$ cat src/rtl/gift_pkg.sv
// rtl/gift_pkg.sv - gift kinds, FSM encodings and spawn-select mask shared by the gift blocks
package gift_pkg;

  localparam logic [2:0] KIND_INC = 3'd0;
  localparam logic [2:0] KIND_DEC = 3'd1;
  localparam logic [2:0] KIND_SPU = 3'd2;
  localparam logic [2:0] KIND_SPD = 3'd3;
  localparam logic [2:0] KIND_HID = 3'd4;
  localparam logic [2:0] KIND_SOT = 3'd5;
  localparam logic [2:0] KIND_DRP = 3'd6;
  localparam logic [2:0] KIND_MUL = 3'd7;

  typedef enum logic {DROP_IDLE = 1'b0, DROP_FALL = 1'b1} drop_state_t;
  typedef enum logic {EFF_OFF = 1'b0, EFF_ON = 1'b1} eff_state_t;

  // Bits [4:3] both zero gives a one-in-four spawn chance.
  localparam logic [31:0] SPAWN_MASK = 32'h0000_0018;

  function automatic logic spawn_sel(input logic [31:0] rnd);
    return (rnd & SPAWN_MASK) == 32'h0;
  endfunction

endpackage

$ cat src/rtl/gift_effect_timer.sv
// rtl/gift_effect_timer.sv - timed effect FSM with start/end pulses
// Optional: GIFT_EFFECT_EXTEND_EN makes a same-kind catch extend the running effect.
module gift_effect_timer
  import gift_pkg::*;
#(
  parameter int EFFECT_FRAMES = 600
) (
  input  logic       clock,
  input  logic       reset,
  input  logic       i_tick,
  input  logic       i_lost,
  input  logic       i_catch,
  input  logic [2:0] i_catch_kind,
  output logic [2:0] o_effect_kind,
  output logic       o_effect_on,
  output logic       o_effect_start,
  output logic       o_effect_end
);

  localparam logic [10:0] FRAMES = 11'(EFFECT_FRAMES);
`ifdef GIFT_EFFECT_EXTEND_EN
  localparam logic [11:0] FRAMES_MAX = 12'(2 * EFFECT_FRAMES);
  logic [11:0] w_sum;
`endif

  eff_state_t  r_state, w_state_nxt;
  logic [10:0] r_timer, w_timer_nxt;
  logic [2:0]  r_kind, w_kind_nxt;
  logic        r_start, w_start_nxt;
  logic        r_end, w_end_nxt;

  always_ff @(posedge clock) begin
    if (reset) begin
      r_state <= EFF_OFF;
      r_timer <= 11'd0;
      r_kind  <= KIND_INC;
      r_start <= 1'b0;
      r_end   <= 1'b0;
    end else begin
      r_state <= w_state_nxt;
      r_timer <= w_timer_nxt;
      r_kind  <= w_kind_nxt;
      r_start <= w_start_nxt;
      r_end   <= w_end_nxt;
    end
  end

  always_comb begin
    w_state_nxt = r_state;
    w_timer_nxt = r_timer;
    w_kind_nxt  = r_kind;
    w_start_nxt = 1'b0;
    w_end_nxt   = 1'b0;
`ifdef GIFT_EFFECT_EXTEND_EN
    w_sum = {1'b0, r_timer} + {1'b0, FRAMES};
`endif
    if (i_lost) begin
      w_end_nxt   = (r_state == EFF_ON);
      w_state_nxt = EFF_OFF;
      w_timer_nxt = 11'd0;
    end else if (i_catch) begin
      w_state_nxt = EFF_ON;
      w_kind_nxt  = i_catch_kind;
      w_start_nxt = 1'b1;
      w_timer_nxt = FRAMES;
`ifdef GIFT_EFFECT_EXTEND_EN
      if (r_state == EFF_ON && i_catch_kind == r_kind)
        w_timer_nxt = (w_sum > FRAMES_MAX) ? FRAMES_MAX[10:0] : w_sum[10:0];
`endif
    end else if (r_state == EFF_ON && i_tick) begin
      w_timer_nxt = r_timer - 11'd1;
      if (r_timer == 11'd1) begin
        w_state_nxt = EFF_OFF;
        w_end_nxt   = 1'b1;
      end
    end
  end

  assign o_effect_kind  = r_kind;
  assign o_effect_on    = (r_state == EFF_ON);
  assign o_effect_start = r_start;
  assign o_effect_end   = r_end;

endmodule

$ cat src/rtl/gift_manager.sv
// rtl/gift_manager.sv - falling gift drop FSM and paddle catch geometry
// Optional: GIFT_EFFECT_EXTEND_EN (handled inside gift_effect_timer).
module gift_manager
  import gift_pkg::*;
#(
  parameter int GIFT_SZ       = 16,
  parameter int PD_W          = 64,
  parameter int PD_H          = 10,
  parameter int SCREEN_H      = 480,
  parameter int FALL_STEP     = 2,
  parameter int EFFECT_FRAMES = 600
) (
  input  logic        clock,
  input  logic        reset,
  input  logic        tick,
  input  logic        lost,
  input  logic        brick_hit,
  input  logic [9:0]  brick_x,
  input  logic [9:0]  brick_y,
  input  logic [31:0] rand_num,
  input  logic [9:0]  paddle_x,
  input  logic [9:0]  paddle_y,
  output logic [2:0]  kind,
  output logic [9:0]  o_x,
  output logic [9:0]  o_y,
  output logic        active,
  output logic [2:0]  effect_kind,
  output logic        effect_on,
  output logic        effect_start,
  output logic        effect_end
);

  drop_state_t r_state, w_state_nxt;
  logic [2:0]  r_kind, w_kind_nxt;
  logic [9:0]  r_x, w_x_nxt;
  logic [9:0]  r_y, w_y_nxt;
  logic        w_catch;
  logic        w_over_h, w_over_v;
  logic [10:0] w_y_step;

  // 11-bit geometry so positions near 1023 never wrap.
  assign w_over_h = ({1'b0, r_x} < {1'b0, paddle_x} + 11'(PD_W)) &&
                    ({1'b0, paddle_x} < {1'b0, r_x} + 11'(GIFT_SZ));
  assign w_over_v = ({1'b0, r_y} + 11'(GIFT_SZ) >= {1'b0, paddle_y}) &&
                    ({1'b0, r_y} <= {1'b0, paddle_y} + 11'(PD_H));
  assign w_y_step = {1'b0, r_y} + 11'(FALL_STEP);

  always_ff @(posedge clock) begin
    if (reset) begin
      r_state <= DROP_IDLE;
      r_kind  <= KIND_INC;
      r_x     <= 10'd0;
      r_y     <= 10'd0;
    end else begin
      r_state <= w_state_nxt;
      r_kind  <= w_kind_nxt;
      r_x     <= w_x_nxt;
      r_y     <= w_y_nxt;
    end
  end

  always_comb begin
    w_state_nxt = r_state;
    w_kind_nxt  = r_kind;
    w_x_nxt     = r_x;
    w_y_nxt     = r_y;
    w_catch     = 1'b0;
    if (lost) begin
      w_state_nxt = DROP_IDLE;
    end else if (r_state == DROP_IDLE) begin
      if (brick_hit && spawn_sel(rand_num)) begin
        w_state_nxt = DROP_FALL;
        w_kind_nxt  = rand_num[2:0];
        w_x_nxt     = brick_x;
        w_y_nxt     = brick_y;
      end
    end else if (tick) begin
      if (w_over_h && w_over_v) begin
        w_catch     = 1'b1;
        w_state_nxt = DROP_IDLE;
      end else if (w_y_step >= 11'(SCREEN_H)) begin
        w_state_nxt = DROP_IDLE;
      end else begin
        w_y_nxt = w_y_step[9:0];
      end
    end
  end

  assign kind   = r_kind;
  assign o_x    = r_x;
  assign o_y    = r_y;
  assign active = (r_state == DROP_FALL);

  gift_effect_timer #(
    .EFFECT_FRAMES (EFFECT_FRAMES)
  ) u_effect (
    .clock          (clock),
    .reset          (reset),
    .i_tick         (tick),
    .i_lost         (lost),
    .i_catch        (w_catch),
    .i_catch_kind   (r_kind),
    .o_effect_kind  (effect_kind),
    .o_effect_on    (effect_on),
    .o_effect_start (effect_start),
    .o_effect_end   (effect_end)
  );

endmodule

$ cat config.mk
export PLATFORM = sky130hd
export DESIGN_NAME = gift_manager
export DESIGN_NICKNAME = d
export VERILOG_FILES = /design/src/rtl/gift_pkg.sv /design/src/rtl/gift_effect_timer.sv /design/src/rtl/gift_manager.sv
export SDC_FILE = /design/constraint.sdc
export NUM_CORES = 1
export LEC_CHECK = 0
export ABC_CLOCK_PERIOD_IN_PS = 4550
export BUFFER_PORTS_ARGS = -buffer_cell sky130_fd_sc_hd__clkbuf_2
export CORE_UTILIZATION = 30
export CTS_CLUSTER_SIZE = 16
export DETAILED_ROUTE_END_ITERATION = 8
export PLACE_DENSITY = 0.6
export REMOVE_ABC_BUFFERS = 1
export SLEW_MARGIN = 20
export SYNTH_ARGS = -nofsm -noshare
export SYNTH_HDL_FRONTEND = slang
export SYNTH_SLANG_ARGS = --single-unit
export TNS_END_PERCENT = 10
$ cat constraint.sdc
create_clock -name clock -period 4.55 [get_ports clock]
set_input_delay 0 -clock clock [delete_from_list [all_inputs] [get_ports clock]]
set_output_delay 0 -clock clock [all_outputs]
set_load 0.01 [all_outputs]
==> impl.org, run 1 <==
** Worst setup path
- Startpoint class of the critical path :: flip-flop
- The critical path is of the flip-flop to flip-flop type.
- The largest individual stage delay along the critical path comes from the cell sky130_fd_sc_hd__nor2b_1.
- R2r worst-path depth :: 12
- In this design, the stage delay of the slowest critical-path cell is roughly 590 ps.
- Data required time of the worst path :: between 4000 and 5000 ps
- Top fanout value on the critical path :: 7
- The worst setup path is captured at a flip-flop.
- Critical path depth in cells :: 12
- Crit-path cells :: ha_1, nand3_1, xor2_1, ha_1, nand4_1, nor3_1, a211oi_1, nor2_1, nor4_2, nor2b_1, nand2b_1, nor2_1
- Crit-path leading delay family :: simple AND/OR/NAND/NOR gates
- Combined buffer and inverter count along the critical path :: 0
- Data arrival time of the critical path :: about 3600 ps

** Die
- The die covers roughly 11000 sq um.
- Die H :: around 100 microns
- between 100 and 150 I/O pins were placed.
- Core outline area :: between 9000 and 10000 sq um
- Die X :: around 100 microns
- Starting utilization of the core area :: between 30% and 40%
- After floorplanning, the core was divided into 36 placement rows.

** CTS
- The later pin in the worst-skew pair is clocked with a latency of ~300 ps.
- The cell sitting at the root of the clock tree is a sky130_fd_sc_hd__clkbuf_8.
- In this run the number of H-tree levels came out at 2.
- TritonCTS Buffers :: 5
- TritonCTS clock tree :: done
- Clock-pin transition on the worst setup and hold timing paths :: approximately 90 ps
- Buffer depth of the longest clock path :: 2
- The number of gates resized after CTS was 0.
- Num Clock Sinks :: 41

** STA
- Setup violations remaining at the end of the flow were counted as 0.
- Time the final worst path needs with I/O delays and setup :: between 3000 and 4000 ps
- Transition time at the pin with the least slew margin :: around 1000 ps
- Total count of max-transition violations in the final report :: 0
- Number of failing hold endpoints at the final stage :: 0
- Measured against its own limit, the worst slew margin works out to between 30% and 40%.
- FMAX :: about 0.29 GHz
- RSZ-0062 raised after global routing :: no
- Post-route fraction of the period consumed by the critical path :: 75.2%
- After routing, the total negative slack on setup checks comes to 0 ps.
- Worst-case clock skew :: 7.72 ps

** Yosys
- In this run the cell area of the synthesized design comes to slightly above 3000 sq um.
- Counting flops and latches in the post-synthesis netlist gives 41.
- The most common cell in the synthesized netlist is sky130_fd_sc_hd__ha_1.
- Synth top area share :: a little over a quarter
- Post-synthesis average cell area :: about 8.0 sq um
- Counting flops with an async set or reset pin after synthesis yields a share of 0%.
- EDFF count, synth :: 0
- Of the synthesized area, sequential elements account for roughly 27%.
- The Yosys step of the flow raised 0 warnings.
- Among all flip-flop cells after synthesis, the most frequent one is sky130_fd_sc_hd__dfxtp_1.
- Post-synth top area cell :: sky130_fd_sc_hd__dfxtp_1
- Counting distinct cell types in the post-synthesis netlist gives 48.
- In the synthesized netlist, the number of instances is around 380.
- In the synthesized netlist, the cells that appear most often are sky130_fd_sc_hd__ha_1, sky130_fd_sc_hd__dfxtp_1, sky130_fd_sc_hd__nand2_1.
- Cell types with the largest area share after synthesis :: sky130_fd_sc_hd__dfxtp_1, sky130_fd_sc_hd__ha_1, sky130_fd_sc_hd__a21oi_1, sky130_fd_sc_hd__nand2_1, sky130_fd_sc_hd__xnor2_1

** Global route
- Total congestion overflow after global routing :: 0
- Global routing usage summed across all routing layers :: ~16%
- Maximum number of pins on one net before global-route repair :: 36
- Vias in the first global route :: ~2.9k
- First-pass GRT wire length :: approximately 13000 microns
- The initial antenna violation count was 0.

** Place
- Placement-stage cell area :: approximately 3600 sq um
- The congestion estimate from routability-driven global placement came to 0.824.
- The wire-length estimate of the detail-placed layout is a little over 6000 microns.
- Input/output buffers :: between 70 and 80

** Finish
- The multi-input combinational cells in the finished layout cover a total of about 2100 sq um.
- The final layout contains ~590 nets.
- From synthesis to final layout, the design area changed by 24.9%.
- Final Instance Area :: between 3000 and 4000 sq um
- The layout has around 1.1k filler cells.
- Diode insertion count for antenna repair :: 0
- Of the cells placed in the final design, the portion with a size suffix greater than 1 is 19.9%.
- Across the whole layout, storage elements account for about 820 sq um.

** Pwr
- IR analysis of the VDD net gives a maximum drop of around 0.00011 V.
- Summed over all cells, the static leakage comes to about 1.7 nW.
- Pwr/cell area :: slightly below 200 nW/um^2

** Route
- The pre-antenna-repair detailed-routing pass consisted of 4 iterations.
- The first routing iteration left 76 violations.
- Antenna viol nets, final :: 0
- The routed layout has between 2k and 3k vias.
- Routed wirelength normalized by instance count :: 13.0 microns
- In the routed layout, each cell is associated on average with a via count of approximately 5.
- Detailed-route DRC error count :: 0
- For this block, the routed nets add up to 7880 microns of wire.

** Run status
- Result of the run :: completed

** Job
- Max Cap Viol :: 0

** Worst hold path
- Along the worst hold path, the cell count comes to 3.
- The worst hold path belongs to the class input pin to flip-flop.
==> timing repair <==
item                                   CTS  global route
endpoints found under the hold margin   15             0
hold buffers                            15             0
setup buffers                            0             0
==> worst register-to-register path, cell delays in order (launching register included) <==
cell and delay, ps:
sky130_fd_sc_hd__dfxtp_1 480, sky130_fd_sc_hd__ha_1 260, sky130_fd_sc_hd__nand3_1 100, sky130_fd_sc_hd__xor2_1 160, sky130_fd_sc_hd__ha_1 290, sky130_fd_sc_hd__nand4_1 120
sky130_fd_sc_hd__nor3_1 60, sky130_fd_sc_hd__a211oi_1 230, sky130_fd_sc_hd__nor2_1 100, sky130_fd_sc_hd__nor4_2 440, sky130_fd_sc_hd__nor2b_1 600, sky130_fd_sc_hd__nand2b_1 370
sky130_fd_sc_hd__nor2_1 90
==> worst paths after layout <==
path / from / slack, ps / end
max: o_x[4]$_SDFFE_PP0P_ / 1130 / u_effect.r_timer[2]$_SDFFE_PP0P_
min: brick_y[6] / 30 / o_y[6]$_SDFFE_PP0P_
max reg2reg: o_x[4]$_SDFFE_PP0P_ / 1130 / u_effect.r_timer[2]$_SDFFE_PP0P_
min reg2reg: kind[0]$_SDFFE_PP0P_ / 480 / kind[0]$_SDFFE_PP0P_
==> kinds of logic (layout without fill, tap and decap cells) <==
family                   count (synthesis)  in the layout  share of synthesized area [%]
XOR/XNOR                                28             28                           8.04
buffers and inverters                   36            129                           4.60
AO/OA/AOI/OAI                           76             76                           15.3
flip-flops                              41             41                           26.9
adder cells (fa/ha/maj)                 44             44                           18.1
multiplexers                            10             10                           3.32
AND/OR/NAND/NOR                        144            144                           23.8
==> placed cells by master (no fill, tap or decap), types with 3 or more instances in the layout <==
cell | Yosys | routed
sky130_fd_sc_hd__a21o_1 | 6 | 6
sky130_fd_sc_hd__a21oi_1 | 36 | 36
sky130_fd_sc_hd__and3_1 | 4 | 4
sky130_fd_sc_hd__clkbuf_2 | 0 | 79
sky130_fd_sc_hd__clkbuf_8 | 0 | 5
sky130_fd_sc_hd__dfxtp_1 | 41 | 41
sky130_fd_sc_hd__dlygate4sd3_1 | 0 | 15
sky130_fd_sc_hd__ha_1 | 44 | 44
sky130_fd_sc_hd__inv_1 | 27 | 27
sky130_fd_sc_hd__mux2i_1 | 9 | 9
sky130_fd_sc_hd__nand2_1 | 41 | 41
sky130_fd_sc_hd__nand2b_1 | 9 | 9
sky130_fd_sc_hd__nand3_1 | 19 | 19
sky130_fd_sc_hd__nand3b_1 | 3 | 3
sky130_fd_sc_hd__nand4_1 | 5 | 5
sky130_fd_sc_hd__nor2_1 | 35 | 35
sky130_fd_sc_hd__nor2b_1 | 6 | 6
sky130_fd_sc_hd__nor3_1 | 4 | 4
sky130_fd_sc_hd__o21ai_0 | 14 | 14
sky130_fd_sc_hd__o32ai_1 | 7 | 7
sky130_fd_sc_hd__or3_1 | 3 | 3
sky130_fd_sc_hd__xnor2_1 | 17 | 17
sky130_fd_sc_hd__xor2_1 | 11 | 11
==> metal layers <==
layer / global-route usage, % / part of all wire, % / up-vias
met1: 19.3 / 47 / 1353
met4: 2.17 / 0.33 / 0
met2: 28.4 / 48 / 71
met5: 0 / 0 / -
li1: - / - / 1508
met3: 2.98 / 5.0 / 5
==> power by group <==
| group | switching [mW] | total (mW) | internal (mW) |
|---|---|---|---|
| Clock | 0.135 | 0.243 | 0.108 |
| Combinational | 0.0686 | 0.134 | 0.0659 |
| Sequential | 0.0106 | 0.374 | 0.363 |
==> registers in the layout, indices dropped and copies added (netlist names), 3 cells and up <==
name,count
u_effect.r_timer,11
o_x,10
o_y,10
kind,3
u_effect.o_effect_kind,3
==> metrics by stage <==
stage	worst slack, ps	power (mW)	instances	hold slack (ps)	util [%]
global placement	1150	0.501	582	225	36.4
CTS	1040	0.758	605	26.9	38.8
detailed placement	1070	0.507	582	229	36.4
finish	1130	0.751	605	31.6	38.8
global route	683	0.793	605	49.9	38.8
floorplan	1670	0.450	370	69.1	-
==> area by class of cell <==
type	count	area share (%)
clock buffer	6	1.90
clock inverter	2	0.394
sequential	41	21.5
multi-input combinational	302	54.8
timing repair buffer	94	14.3
inverter	27	2.66
tap	133	4.37
(Power assumes the default switching activity.)
==> run 2, diff against run 1 <==
--- a/config.mk
+++ b/config.mk
@@ -5,7 +5,7 @@
 export SDC_FILE = /design/constraint.sdc
 export NUM_CORES = 1
 export LEC_CHECK = 0
-export ABC_CLOCK_PERIOD_IN_PS = 4550
+export ABC_CLOCK_PERIOD_IN_PS = 3400
 export BUFFER_PORTS_ARGS = -buffer_cell sky130_fd_sc_hd__clkbuf_2
 export CORE_UTILIZATION = 30
 export CTS_CLUSTER_SIZE = 16
==> constraint.sdc (replaced) <==
create_clock -name clock -period 3.4 [get_ports clock]
set_input_delay 0 -clock clock [delete_from_list [all_inputs] [get_ports clock]]
set_output_delay 0 -clock clock [all_outputs]
set_load 0.01 [all_outputs]
==> run 2 against run 1 <==
Flip-flop and latch count did not move. Design area rose by 2.8%. Critical path depth shrank 1. Clock power up 63%. Non-clock buffer count up 11. Sequential share of layout area down 0.59 points. Count of clock-buffer cells in the layout did not move. Wire length grew 1.6%.
==> impl.org, run 2 (synthesis gave the netlist of run 1 again) <==
** Place
- Input/output buffers :: between 70 and 80
- RD Place Congestion :: 0.858
- Detailed placer's ending HPWL :: 6310 microns
- At the placement stage, the worst setup path has a slack of between 300 and 400 ps.
- Counting tap cells, the placed design contains a total of 593 instances.

** Worst setup path
- The most critical setup path has its endpoint at o_y[1]$_SDFFE_PP0P_.
- Crit-path max cell delay :: between 400 and 500 ps
- The slowest stage of the critical path is the sky130_fd_sc_hd__dfxtp_1 cell.
- Worst setup path start :: o_y[4]$_SDFFE_PP0P_
- Worst Setup Path Type :: flip-flop to flip-flop
- The worst setup path is captured at a flip-flop.
- The number of cells on the worst reg-to-reg path is 11.
- The worst register-to-register path ends at o_y[1]$_SDFFE_PP0P_.
- Startpoint class of the critical path :: flip-flop
- For flop-to-flop paths, the worst setup slack is about 320 ps.
- Data arrival time of the critical path :: 3300 ps
- STA puts the critical path data required time at about 3600 ps.
- Crit-path cells :: ha_1, and3_4, xor2_1, ha_1, o211ai_1, a21oi_1, o32ai_1, nor4_2, o31a_4, or3_1, a21oi_1
- Reg-to-Reg Start :: o_y[4]$_SDFFE_PP0P_
- Top fanout value on the critical path :: 17

** STA
- RSZ-0062 raised after global routing :: no
- The total count of hold-check failures in the final report was 0.
- The max-slew violation total from the final report came to 0.
- Number of setup violations in the final report :: 0
- For the pin with the worst max-slew slack, the measured transition is a little under 900 ps.
- Time the final worst path needs with I/O delays and setup :: between 3000 and 4000 ps
- Dividing the final minimum period by the clock period gives ~90%.
- FMAX :: around 0.32 GHz
- On the final layout, the worst clock skew is 4.68 ps.
- Worst slew margin :: 40.4%
- After layout, the worst setup slack is ~320 ps.
- Total negative setup slack :: 0 ps

** Route
- The first detailed-routing pass took 4 iterations.
- Vias per cell :: roughly 4.9
- The final layout contains routed wiring with a total length of 8010 microns.
- In the final routed layout, each cell accounts on average for ~13 microns.
- For this block, the initial DRC count from the detailed router was 100.
- Detailed-route via count :: approximately 3.0k
- The detail route stage leaves a number of antenna-violating nets equal to 0.
- Detailed-route DRC error count :: 0

** CTS
- Clock Tree Root :: sky130_fd_sc_hd__clkbuf_8
- In this run the post-CTS setup repair buffer count came out at 0.
- Clock latency on the worst-skew pair :: approximately 290 ps
- Clock-pin transition on the worst setup and hold timing paths :: roughly 80 ps
- CTS H-tree depth :: 2
- Num Clock Sinks :: 41
- TritonCTS clock tree :: done
- The clock passes through at most 2 buffers.
- The number of clock buffers added by TritonCTS is 5.

** Finish
- Of the cells placed in the final design, the portion with a size suffix greater than 1 is a little over a fifth.
- Counting the fill cells in the layout gives between 1k and 1.5k.
- Final net count :: 603
- Counting flops per register, the top entry is u_effect.r_timer.
- FF/Latch Area :: 821 sq um
- Measured on the finished design, the core utilization comes to between 30% and 40%.
- Top library cells by usage in the layout, fill and taps aside :: sky130_fd_sc_hd__clkbuf_2, sky130_fd_sc_hd__ha_1, sky130_fd_sc_hd__nand2_1, sky130_fd_sc_hd__dfxtp_1, sky130_fd_sc_hd__a21oi_1
- The area growth from synthesis to layout is 28.4%.
- Leading cell type in the layout, fill and taps excluded :: sky130_fd_sc_hd__clkbuf_2
- Flip-flop count of the largest register, all copies and words added :: 11
- Final std cells w/o fill :: 616
- Summing all multi-input logic gate instances after layout gives roughly 2100 sq um.
- Diode insertion count for antenna repair :: 0

** Job
- Across the run, the number of max-cap violations was 0.

** Run status
- Result of the run :: completed

** Pwr
- Maximum ir drop on the vdd rail :: between 0.0002 and 0.00025 V
- Sum of internal, switching and leakage power :: around 1.1 mW
- Summed over all cells, the static leakage comes to about 1.8 nW.
- Dividing total power by cell area gives a power density of roughly 280 nW/um^2.

** Worst hold path
- In this run the worst hold path is classified as input pin to flip-flop.

** Global route
- Maximum number of pins on one net before global-route repair :: 36
- The first global-routing pass estimated 13200 microns of wire.
- The initial antenna violation count came to 0.
- Global routing usage summed across all routing layers :: between 10% and 20%
- The via count of the first global-routing pass is approximately 2.9k.
- Total congestion overflow after global routing :: 0

** Die
- Measured along the y axis, the die boundary spans ~100 microns.
- The initialized floorplan defines 36 standard-cell rows.
- The die covers about 11000 sq um.
- Io pins :: 107
- Starting utilization of the core area :: 31.1%
- The core region is between 9000 and 10000 sq um.
- In this run the horizontal extent of the chip is ~100 microns.
## run 2: changes by cell type in the layout (fill, tap and decap cells not counted), sizes merged
cell / before / now
buf: 0 / 11
bufinv: 0 / 1
clkinv: 0 / 1
clkinvlp: 2 / 0
## run 2: worst max-delay path: cells and delay by family, from the launching register on
family,cells,cell delay [ps]
compound gates,5,1160
flops,1,490
simple gates,3,690
xor+xnor,1,150
fa+ha+maj,2,510
## run 2: layer usage
metal | part of all wire (%) | vias up | global-route usage [%]
met1 | 46 | 1390 | 19.1
met5 | 0 | - | 0
li1 | - | 1530 | -
met4 | 0.80 | 0 | 3.03
met2 | 47 | 76 | 28.4
met3 | 5.6 | 11 | 3.59
## run 2: how the worst min path moves through the flow
stage                      from              endpoint  slack, ps  cells after the start
detailed placement   brick_x[2]   o_x[2]$_SDFFE_PP0P_        230                      3
finish               brick_y[6]   o_y[6]$_SDFFE_PP0P_         30                      3
global route         brick_y[6]   o_y[6]$_SDFFE_PP0P_         20                      3
floorplan                 reset  kind[0]$_SDFFE_PP0P_         70                      1
CTS                  brick_y[6]   o_y[6]$_SDFFE_PP0P_         10                      3
global placement    rand_num[2]  kind[2]$_SDFFE_PP0P_        220                      3
## run 2: power by group
part,internal (mW),switching (mW),leakage (nW)
Combinational,0.0919,0.0966,1.41
Sequential,0.486,0.0105,0.331
Clock,0.220,0.175,0.0554
## run 2: cell type report
| type | instances | area share [%] |
|---|---|---|
| multi-input combinational | 302 | 53.3 |
| tap | 133 | 4.25 |
| clock inverter | 2 | 0.990 |
| inverter | 27 | 2.59 |
| sequential | 41 | 21.0 |
| clock buffer | 6 | 1.85 |
| timing repair buffer | 105 | 16.0 |
## run 2: through the flow
stage / hold slack [ps] / instance area (sq um)
floorplan: 69.1 / 3010
global placement: 225 / 3650
detailed placement: 232 / 3650
CTS: 14.9 / 3920
global route: 21.6 / 3920
finish: 25.0 / 3920
## run 2: what timing repair did
item / 4_1_cts / 5_1_grt
hold buffers: 15 / 0
hold endpoints to repair: 15 / 0
gates resized for setup: 0 / 0
==> run 3, diff against run 2 <==
--- a/config.mk
+++ b/config.mk
@@ -10,7 +10,7 @@
 export CORE_UTILIZATION = 30
 export CTS_CLUSTER_SIZE = 16
 export DETAILED_ROUTE_END_ITERATION = 8
-export PLACE_DENSITY = 0.6
+export PLACE_DENSITY = 0.62
 export REMOVE_ABC_BUFFERS = 1
 export SLEW_MARGIN = 20
 export SYNTH_ARGS = -nofsm -noshare
==> run 3 against run 2 <==
Clock power fell by 16%. Wire length fell by 0.34%. Cell count fell by 0.32%. Non-clock buffer count fell by 2. Critical endpoint unchanged. Clock skew rose by 5.2 ps. Hold slack got worse by 12 ps. Flip-flop and latch count did not move. Design area fell by 0.99%. Die area did not move. Critical path depth did not move. Critical path type unchanged.
==> impl.org, run 3 (synthesis gave the netlist of run 1 again) <==
** Run status
- Result of the run :: completed

** STA
- RSZ-0062 raised after global routing :: no
- Least setup slack across all paths after layout :: about 220 ps
- Number of setup violations in the final report :: 0
- Hold is met by ~13 ps.
- In the final timing run, aggregate negative setup slack is 0 ps.
- The total count of hold-check failures in the final report was 0.
- For the pin with the worst max-slew slack, the measured transition is between 900 and 1000 ps.
- Total count of max-transition violations in the final report :: 0
- Clock skew on the completed layout was measured at 9.86 ps.
- FMAX :: ~0.31 GHz
- Time the final worst path needs with I/O delays and setup :: 3180 ps
- The worst pin sits at a relative slew slack of between 30% and 40%.
- Post-route fraction of the period consumed by the critical path :: 93.6%

** Worst setup path
- By startpoint and endpoint, the worst setup path is classified as flip-flop to flip-flop.
- STA classifies the critical path startpoint as a flip-flop.
- Slowest cell on the critical path :: sky130_fd_sc_hd__dfxtp_1
- Combined buffer and inverter count along the critical path :: 0
- The worst setup path is captured at a flip-flop.
- For the worst flop-to-flop path, the logic depth is 11.
- Critical path depth in cells :: 11
- Reg-to-Reg Start :: o_y[4]$_SDFFE_PP0P_
- Crit-path leading delay family :: compound AO/OA/AOI/OAI gates
- Data required time of the worst path :: around 3600 ps
- Data arrival time of the critical path :: between 3000 and 4000 ps
- Crit-path cells :: ha_1, and3_4, xor2_1, ha_1, o211ai_1, a21oi_1, o32ai_1, nor4_2, o31a_4, or3_1, a21oi_1
- In this design, the stage delay of the slowest critical-path cell is roughly 500 ps.
- The critical path starts at o_y[4]$_SDFFE_PP0P_.
- Along the worst path, the maximum fanout reaches 17.

** Global route
- Total congestion overflow after global routing :: 0
- Global routing usage summed across all routing layers :: between 10% and 20%
- The via count of the first global-routing pass is between 2k and 3k.
- Initial antenna violation count :: 0
- Maximum number of pins on one net before global-route repair :: 36
- First-pass GRT wire length :: 13100 microns

** Worst hold path
- The min-delay analysis places its worst path in the category input pin to flip-flop.
- In this run the most critical hold path is launched from lost.
- Hold Crit Depth :: 3

** CTS
- Number of buffers added for setup after CTS :: 0
- In this run the number of H-tree levels came out at 2.
- Number of gates resized after CTS :: 0
- Clock Tree Root :: sky130_fd_sc_hd__clkbuf_8
- Clock-pin transition on the worst setup and hold timing paths :: approximately 80 ps
- TritonCTS built the clock tree.
- Num Clock Sinks :: 41
- Counting along the longest clock path gives a buffer depth of 2.
- Clock latency on the worst-skew pair :: ~300 ps
- TritonCTS Buffers :: 5

** Pwr
- Sum of internal, switching and leakage power :: 1.01 mW
- Dividing total power by cell area gives a power density of ~260 nW/um^2.
- The analysis attributes to cell leakage a power of ~1.8 nW.
- Maximum ir drop on the vdd rail :: 0.000127 V

** Job
- Max-cap violations in this run came to 0.

** Finish
- The register with the most flip-flops in the layout has 11 of them.
- The library cells used most frequently in the layout, excluding fill and tap cells, are sky130_fd_sc_hd__clkbuf_2, sky130_fd_sc_hd__ha_1, sky130_fd_sc_hd__nand2_1, sky130_fd_sc_hd__dfxtp_1, sky130_fd_sc_hd__a21oi_1.
- Synthesis-to-layout area growth :: 27.2%
- Cells with a size suffix above 1 make up 21.8% of the layout.
- Once layout is complete, the utilization of the core stands at roughly two fifths.
- Register with the most flip-flops :: u_effect.r_timer
- Leaving out fill and tap cells, the most frequent cell in the layout is sky130_fd_sc_hd__clkbuf_2.
- Final net count :: ~600
- Number of filler instances in the final layout :: 1038
- Diode insertion count for antenna repair :: 0

** Place
- The count of buffers added on input and output ports is 79.
- Detailed placer's ending HPWL :: ~6200 microns
- Before CTS, the worst setup slack after placement is about 250 ps.
- RD Place Congestion :: ~0.81

** Route
- Across all layers, the routed design uses between 2k and 3k vias.
- Final WL :: ~8000 microns
- The detail route stage leaves a number of antenna-violating nets equal to 0.
- After the first detailed-routing iteration, the DRC count stood at 82.
- After detailed routing, the number of vias per cell comes to between 4 and 5.
- After detailed routing, the average wire length per cell comes to approximately 13 microns.
- After detailed routing, the number of remaining DRC violations is 0.
- The first detailed-routing pass took 4 iterations.

** Die
- Starting utilization of the core area :: a little under a third
- The floorplan step defined a die boundary enclosing between 10000 and 15000 sq um.
- Cell Rows :: 36
- In this run the standard cell core region covers approximately 9800 sq um.
- 107 I/O pins were placed.
- In this run the horizontal extent of the chip is between 100 and 150 microns.
- The floorplan step set the die height to between 100 and 150 microns.
## run 3: worst register-to-register path, cell delays in order, from the launching register on
cell and delay, ps:
sky130_fd_sc_hd__dfxtp_1 500, sky130_fd_sc_hd__ha_1 260, sky130_fd_sc_hd__and3_4 220, sky130_fd_sc_hd__xor2_1 170, sky130_fd_sc_hd__ha_1 270, sky130_fd_sc_hd__o211ai_1 230
sky130_fd_sc_hd__a21oi_1 80, sky130_fd_sc_hd__o32ai_1 310, sky130_fd_sc_hd__nor4_2 110, sky130_fd_sc_hd__o31a_4 440, sky130_fd_sc_hd__or3_1 360, sky130_fd_sc_hd__a21oi_1 140
## run 3: per-stage QoR
stage | cells | area [sq um]
3_5_place_dp | 592 | 3650
3_3_place_gp | 592 | 3650
4_1_cts | 614 | 3880
6_report | 614 | 3880
2_1_floorplan | 370 | 3010
5_1_grt | 614 | 3880
## run 3: per-layer routing
metal  part of all wire (%)  up-vias  GRT usage (%)
met4                    1.3        0           4.12
met2                     47       76           27.9
met3                    4.6       10           3.05
li1                       -     1526              -
met5                      0        -              0
met1                     47     1371           19.4
## run 3: what timing repair did
| action | 4_1_cts | 5_1_grt |
|---|---|---|
| hold buffers | 14 | 0 |
| endpoints found under the hold margin | 14 | 0 |
| setup endpoints to repair | 0 | 0 |
## run 3: cell type report
cell class / instances / area (sq um) / share of cell area, %
multi-input cells: 302 / 2090 / 53.9
flip-flops and latches: 41 / 821 / 21.2
repair buffers: 103 / 611 / 15.7
well taps: 133 / 166 / 4.29
inverters: 27 / 101 / 2.61
clock buffers: 5 / 68.8 / 1.77
clock inverters: 3 / 21.3 / 0.549
## run 3: path summary, 6_finish.rpt
| check | to | slack (ps) |
|---|---|---|
| worst min-delay path | u_effect.o_effect_end$_SDFF_PP0_ | 10 |
| worst min register to register | kind[1]$_SDFFE_PP0P_ | 490 |
| worst max register to register | o_y[1]$_SDFFE_PP0P_ | 220 |
| worst max-delay path | o_y[1]$_SDFFE_PP0P_ | 220 |
## run 3: power by group
group | leakage (nW) | internal (mW) | switching [mW]
logic | 1.40 | 0.0907 | 0.0953
registers | 0.331 | 0.486 | 0.0107
clock network | 0.0445 | 0.146 | 0.186
total | 1.77 | 0.723 | 0.292
